[config.mk]
export PLATFORM = sky130hd
export DESIGN_NAME = spi_master_flat
export DESIGN_NICKNAME = d
export VERILOG_FILES = /design/src/rtl/spi_master_if.sv /design/src/rtl/spi_master.sv /design/src/flat_wrapper.sv
export SDC_FILE = /design/constraint.sdc
export NUM_CORES = 1
export LEC_CHECK = 0
export ABC_AREA = 1
export BUFFER_PORTS_ARGS = -buffer_cell sky130_fd_sc_hd__buf_4
export CAP_MARGIN = 20
export CORE_MARGIN = 8
export CORE_UTILIZATION = 58
export CTS_BUF_LIST = sky130_fd_sc_hd__clkbuf_4
export DETAILED_ROUTE_END_ITERATION = 10
export PLACE_DENSITY = 0.92
export SLEW_MARGIN = 25
export SYNTH_ARGS = -nofsm -noshare
export SYNTH_HDL_FRONTEND = slang
export SYNTH_SLANG_ARGS = --single-unit
[constraint.sdc]
create_clock -name clk -period 2.6 [get_ports clk]
set_input_delay 0.52 -clock clk [delete_from_list [all_inputs] [get_ports clk]]
set_output_delay 0.52 -clock clk [all_outputs]
set_load 0.1 [all_outputs]
[src/rtl/spi_master_if.sv]
// Bus bundle between a host and the SPI master: word handshake, received word and the SPI pins.
// The master modport is the controller side; slave is the host/pad side.
interface spi_master_if #(
    parameter int DATA_W = 8
);
    logic [DATA_W-1:0] tx_data;
    logic              tx_valid;
    logic              tx_ready;
    logic [DATA_W-1:0] rx_data;
    logic              rx_valid;
    logic              busy;
    logic              sclk;
    logic              mosi;
    logic              miso;
    logic              cs_n;

    modport master (
        input  tx_data, tx_valid, miso,
        output tx_ready, rx_data, rx_valid, busy, sclk, mosi, cs_n
    );

    modport slave (
        output tx_data, tx_valid, miso,
        input  tx_ready, rx_data, rx_valid, busy, sclk, mosi, cs_n
    );
endinterface

[src/rtl/spi_master.sv]
// SPI mode-0 master, MSB first, one word per chip-select frame.
// Frame: SETUP (CLK_DIV cycles) -> XFER (2*DATA_W sclk half-periods) -> HOLD (CLK_DIV cycles).
module spi_master #(
    parameter int DATA_W  = 8,
    parameter int CLK_DIV = 2
) (
    input  logic          clk,
    input  logic          rst,
    spi_master_if.master  bus
);
    localparam int BIT_W = $clog2(DATA_W + 1);
    localparam int DIV_W = $clog2(CLK_DIV + 1);
    localparam logic [DIV_W-1:0] DIV_LAST = DIV_W'(CLK_DIV - 1);
    localparam logic [BIT_W-1:0] BIT_LAST = BIT_W'(DATA_W);

    typedef enum logic [1:0] {IDLE, SETUP, XFER, HOLD} state_e;

    state_e            state_q, state_d;
    logic [DIV_W-1:0]  div_q, div_d;
    logic [BIT_W-1:0]  bit_q, bit_d;
    logic [DATA_W-1:0] tx_sh_q, tx_sh_d;
    logic [DATA_W-1:0] rx_sh_q, rx_sh_d;
    logic [DATA_W-1:0] rx_data_q, rx_data_d;
    logic              rdy_q, rdy_d;
    logic              sclk_q, sclk_d;
    logic              mosi_q, mosi_d;
    logic              cs_n_q, cs_n_d;
    logic              rx_vld_q, rx_vld_d;
    logic              div_end;

    assign div_end = (div_q == DIV_LAST);

    always_comb begin
        state_d   = state_q;
        div_d     = div_q;
        bit_d     = bit_q;
        tx_sh_d   = tx_sh_q;
        rx_sh_d   = rx_sh_q;
        rx_data_d = rx_data_q;
        sclk_d    = sclk_q;
        mosi_d    = mosi_q;
        cs_n_d    = cs_n_q;
        rx_vld_d  = 1'b0;
        case (state_q)
            IDLE: begin
                if (bus.tx_valid && rdy_q) begin
                    state_d = SETUP;
                    cs_n_d  = 1'b0;
                    sclk_d  = 1'b0;
                    tx_sh_d = bus.tx_data;
                    mosi_d  = bus.tx_data[DATA_W-1];
                    div_d   = '0;
                    bit_d   = '0;
                end
            end
            SETUP: begin
                if (div_end) begin
                    div_d   = '0;
                    state_d = XFER;
                end else begin
                    div_d = div_q + 1'b1;
                end
            end
            XFER: begin
                if (div_end) begin
                    div_d  = '0;
                    sclk_d = ~sclk_q;
                    // Rising edge samples miso; falling edge advances mosi unless it ends the word.
                    if (!sclk_q) begin
                        rx_sh_d = {rx_sh_q[DATA_W-2:0], bus.miso};
                        bit_d   = bit_q + 1'b1;
                    end else if (bit_q == BIT_LAST) begin
                        state_d = HOLD;
                    end else begin
                        tx_sh_d = tx_sh_q << 1;
                        mosi_d  = tx_sh_q[DATA_W-2];
                    end
                end else begin
                    div_d = div_q + 1'b1;
                end
            end
            HOLD: begin
                if (div_end) begin
                    div_d     = '0;
                    state_d   = IDLE;
                    cs_n_d    = 1'b1;
                    rx_data_d = rx_sh_q;
                    rx_vld_d  = 1'b1;
                end else begin
                    div_d = div_q + 1'b1;
                end
            end
            default: state_d = IDLE;
        endcase
        rdy_d = (state_d == IDLE);
    end

    always_ff @(posedge clk) begin
        if (rst) begin
            state_q   <= IDLE;
            div_q     <= '0;
            bit_q     <= '0;
            tx_sh_q   <= '0;
            rx_sh_q   <= '0;
            rx_data_q <= '0;
            rdy_q     <= 1'b0;
            sclk_q    <= 1'b0;
            mosi_q    <= 1'b0;
            cs_n_q    <= 1'b1;
            rx_vld_q  <= 1'b0;
        end else begin
            state_q   <= state_d;
            div_q     <= div_d;
            bit_q     <= bit_d;
            tx_sh_q   <= tx_sh_d;
            rx_sh_q   <= rx_sh_d;
            rx_data_q <= rx_data_d;
            rdy_q     <= rdy_d;
            sclk_q    <= sclk_d;
            mosi_q    <= mosi_d;
            cs_n_q    <= cs_n_d;
            rx_vld_q  <= rx_vld_d;
        end
    end

    assign bus.tx_ready = rdy_q;
    assign bus.busy     = (state_q != IDLE);
    assign bus.sclk     = sclk_q;
    assign bus.mosi     = mosi_q;
    assign bus.cs_n     = cs_n_q;
    assign bus.rx_data  = rx_data_q;
    assign bus.rx_valid = rx_vld_q;
endmodule

[src/flat_wrapper.sv]
// flat-port wrapper written by rule: the top's interface ports become plain ports
module spi_master_flat 
#(
    parameter int DATA_W  = 8,
    parameter int CLK_DIV = 2
)
  (clk, rst, bus_tx_data, bus_tx_valid, bus_miso, bus_tx_ready, bus_rx_data, bus_rx_valid, bus_busy, bus_sclk, bus_mosi, bus_cs_n);
  spi_master_if #(.DATA_W(DATA_W)) bus_i ();
  input  logic clk;
  input  logic rst;
  input wire logic [$bits(bus_i.tx_data)-1:0] bus_tx_data;
  input wire logic [$bits(bus_i.tx_valid)-1:0] bus_tx_valid;
  input wire logic [$bits(bus_i.miso)-1:0] bus_miso;
  output wire logic [$bits(bus_i.tx_ready)-1:0] bus_tx_ready;
  output wire logic [$bits(bus_i.rx_data)-1:0] bus_rx_data;
  output wire logic [$bits(bus_i.rx_valid)-1:0] bus_rx_valid;
  output wire logic [$bits(bus_i.busy)-1:0] bus_busy;
  output wire logic [$bits(bus_i.sclk)-1:0] bus_sclk;
  output wire logic [$bits(bus_i.mosi)-1:0] bus_mosi;
  output wire logic [$bits(bus_i.cs_n)-1:0] bus_cs_n;
  assign bus_i.tx_data = bus_tx_data;
  assign bus_i.tx_valid = bus_tx_valid;
  assign bus_i.miso = bus_miso;
  assign bus_tx_ready = bus_i.tx_ready;
  assign bus_rx_data = bus_i.rx_data;
  assign bus_rx_valid = bus_i.rx_valid;
  assign bus_busy = bus_i.busy;
  assign bus_sclk = bus_i.sclk;
  assign bus_mosi = bus_i.mosi;
  assign bus_cs_n = bus_i.cs_n;
  spi_master #(.DATA_W(DATA_W), .CLK_DIV(CLK_DIV)) u_core (.clk(clk), .rst(rst), .bus(bus_i));
endmodule
==> qor.csv <==
stage,metric,value,unit
worst_setup_path,endpoint_kind,primary output,
timing,setup_viol,0,
cells_and_area,num_antenna_cells,0,
clock_tree,cts_setup_buffers,0,
clock_tree,cts_resized,0,
synth,synth_seq_cells,36,
route,drt_first_pass_iters,4,
worst_setup_path,reg2reg_setup_slack,0.94,ns
worst_setup_path,r2r_start,u_core.div_q[0],
flow_run,drv_cap,0,
cells_and_area,mostFrequentLayoutCell,nand2_1,
worst_hold_path,min_path_type,input pin to register,
synth,synth_area_per_cell,7.13,sq um
clock_tree,ctsRootBufferMaster,clkbuf_4,
worst_setup_path,cp-start-kind,register,
timing,tns,0,ns
grt,grt_pass1_wl,4910,microns
die,start_util,61.4,%
timing,period_needed,1.73,ns
placement,io_buffers,25,
worst_hold_path,hold_path_end,u_core.rx_sh_q[0],
cells_and_area,drive_gt1_share,15.5,%
worst_hold_path,hold_path_depth,3,
route,route.final.wire_length,3010,microns
clock_tree,cts_buffers,5,
clock_tree,cts_tree,yes,
clock_tree,ctsHoldBuffers,0,
placement,hpwlAfterDp,2140,microns
worst_setup_path,cp_max_fo,4,
timing,rsz0062_at_grt,false,
clock_tree,clock-sinks,36,
placement,pre_cts_slack,0.975,ns
power,peakVddDrop,541,uV
worst_setup_path,critPathMaxStageDelay,0.44,ns
status,status,completed,
worst_setup_path,cp_num_buf_inv,2,
timing,timing.slew.headroom,60.2,%
grt,grt_antenna_before_repair,0,
worst_setup_path,worst_path_max_delay_cell,dfxtp_1,
synth,syn_nets,229,
synth,netlist_instances,215,
power,leakage,0.827,nW
timing,fmax,0.577,GHz
worst_setup_path,worst-r2r-cell-count,6,
timing,hold_viol,0,
timing,post-route-period-util,66.7,%
cells_and_area,nNetsFinal,253,
worst_setup_path,worst_ep_required_time,2.08,ns
worst_setup_path,cp.arrival,1.21,ns
timing,hold-worst-slack,0.456,ns
cells_and_area,final_area,1740,sq um
timing,fin_worst_skew,0.00282,ns
worst_setup_path,cpLargestDelayFamily,flip-flops,
route,num_vias,1346,
route,initialDrtViolationCount,94,
die,core,2500,sq um
timing,worstMarginPinSlew,0.597,ns
worst_hold_path,min_from,bus_miso,
synth,synth.distinct_cells,20,
placement,dpl_cell_area,1700,sq um
grt,overflow,0,
die,rows,18,
clock_tree,clkTransAtPathRegs,0.10,ns
die,fp.dieH,67.4,microns
grt,grt_max_degree,23,
placement,place.gp.congestion,0.778,
die,die_w,67.4,microns
synth,seq_area_frac_synth,47.0,%
worst_setup_path,critical_path.cell_chain,nor2_2 > inv_1 > buf_4,
worst_setup_path,path_class,register to primary output,
synth,synth_area,1530,sq um
clock_tree,clkLatencyLatePin,0.33,ns
cells_and_area,area_growth,13.6,%
clock_tree,htree_levels,2,
timing,slew_viol_final,0,
grt,track_usage,13.9,%
clock_tree,clk_path_buf_depth,2,
route,route.detailed.drc,0,
die,die_area,4550,sq um
synth,yosysWarnings,0,
power,powerDensity,592,nW/um^2
cells_and_area,mostFrequentLayoutCells,"nand2_1, dfxtp_1, nor2_1",
route,ant_nets,0,
die,io_pins,26,
timing,timing.final.ws_setup,0.866,ns
route,wl_per_cell,11.2,microns
grt,first_global_vias,1201,
worst_setup_path,worstReg2RegEnd,u_core.bus.rx_data[7],
route,viasPerCell,5.00,
==> where the power goes <==
group	internal (mW)	switching [mW]
registers	0.574	0.0109
logic	0.0496	0.130
clock network	0.0943	0.173
==> sequential cells by signal, summed over array words and instances (netlist names) <==
signal,count
u_core.state_q,2
u_core.bus.mosi,1
u_core.bus.rx_valid,1
u_core.rx_sh_q,8
u_core.tx_sh_q,7
u_core.bus.cs_n,1
u_core.bit_q,4
u_core.bus.rx_data,8
u_core.div_q,2
u_core.bus.tx_ready,1
u_core.bus.sclk,1
==> tightest hold or removal path, cell delays in order <==
cell     delay, ns
buf_4         0.08
o21ai_0       0.07
nor2_1        0.09
==> cell type report <==
class | count | area, sq um
Timing Repair Buffer | 25 | 188
Sequential cell | 36 | 721
Fill cell | 213 | 757
Inverter | 24 | 90.1
Tap cell | 30 | 37.5
Clock inverter | 2 | 7.51
Clock buffer | 5 | 37.5
Multi-Input combinational cell | 147 | 662
==> Yosys cell counts, drive strengths merged <==
library cell  number  share of area, %
a21oi             15               4.9
xnor2              1              0.57
xor2               1              0.57
nand2             63                16
buf                5               2.6
nor2              38                10
o21ai             18               5.9
ha                 2               1.6
inv               24               5.9
dfxtp             36                47
clkbuf             3               1.4
nand3              9               3.8
==> metrics by stage <==
stage	utilization, %	cells	power, mW
floorplan	-	215	0.741
global placement	67.9	262	0.774
detailed placement	67.9	262	0.778
CTS	69.7	269	1.04
global route	69.7	269	1.09
finish	69.7	269	1.03
==> cell families (layout without fill, tap and decap cells) <==
kind of cell / after synthesis / count (layout) / synth area share [%]
and+or+nand+nor: 110 / 110 / 29.6
DFF: 36 / 36 / 47.0
adders and majority gates: 2 / 2 / 1.63
xor gates and xnor gates: 2 / 2 / 1.14
buffers and inverters: 32 / 56 / 9.87
AOI/OAI and AO/OA: 33 / 33 / 10.8
==> metal layers <==
layer  share of wire (%)  vias up  wire, microns  track usage (%)
met5                   0        -              0                0
li1                    -      711              -                -
met3                 6.4        2            194             5.30
met2                  50       31           1490             24.3
met1                  43      602           1300             15.0
met4                0.83        0             25             5.22
==> worst max-delay path by stage <==
stage	start	to	slack, ns	depth (start not counted)
3_5_place_dp	u_core.div_q[0]	u_core.bus.rx_data[7]	0.98	6
5_1_grt	u_core.state_q[0]	bus_busy	0.76	3
3_3_place_gp	u_core.div_q[0]	u_core.bus.rx_data[7]	1.02	6
2_1_floorplan	u_core.bus.tx_ready	u_core.bus.mosi	0.76	8
4_1_cts	u_core.state_q[0]	bus_busy	0.84	3
6_report	u_core.state_q[0]	bus_busy	0.87	3
Note: power is estimated with default switching activity, not from simulation.
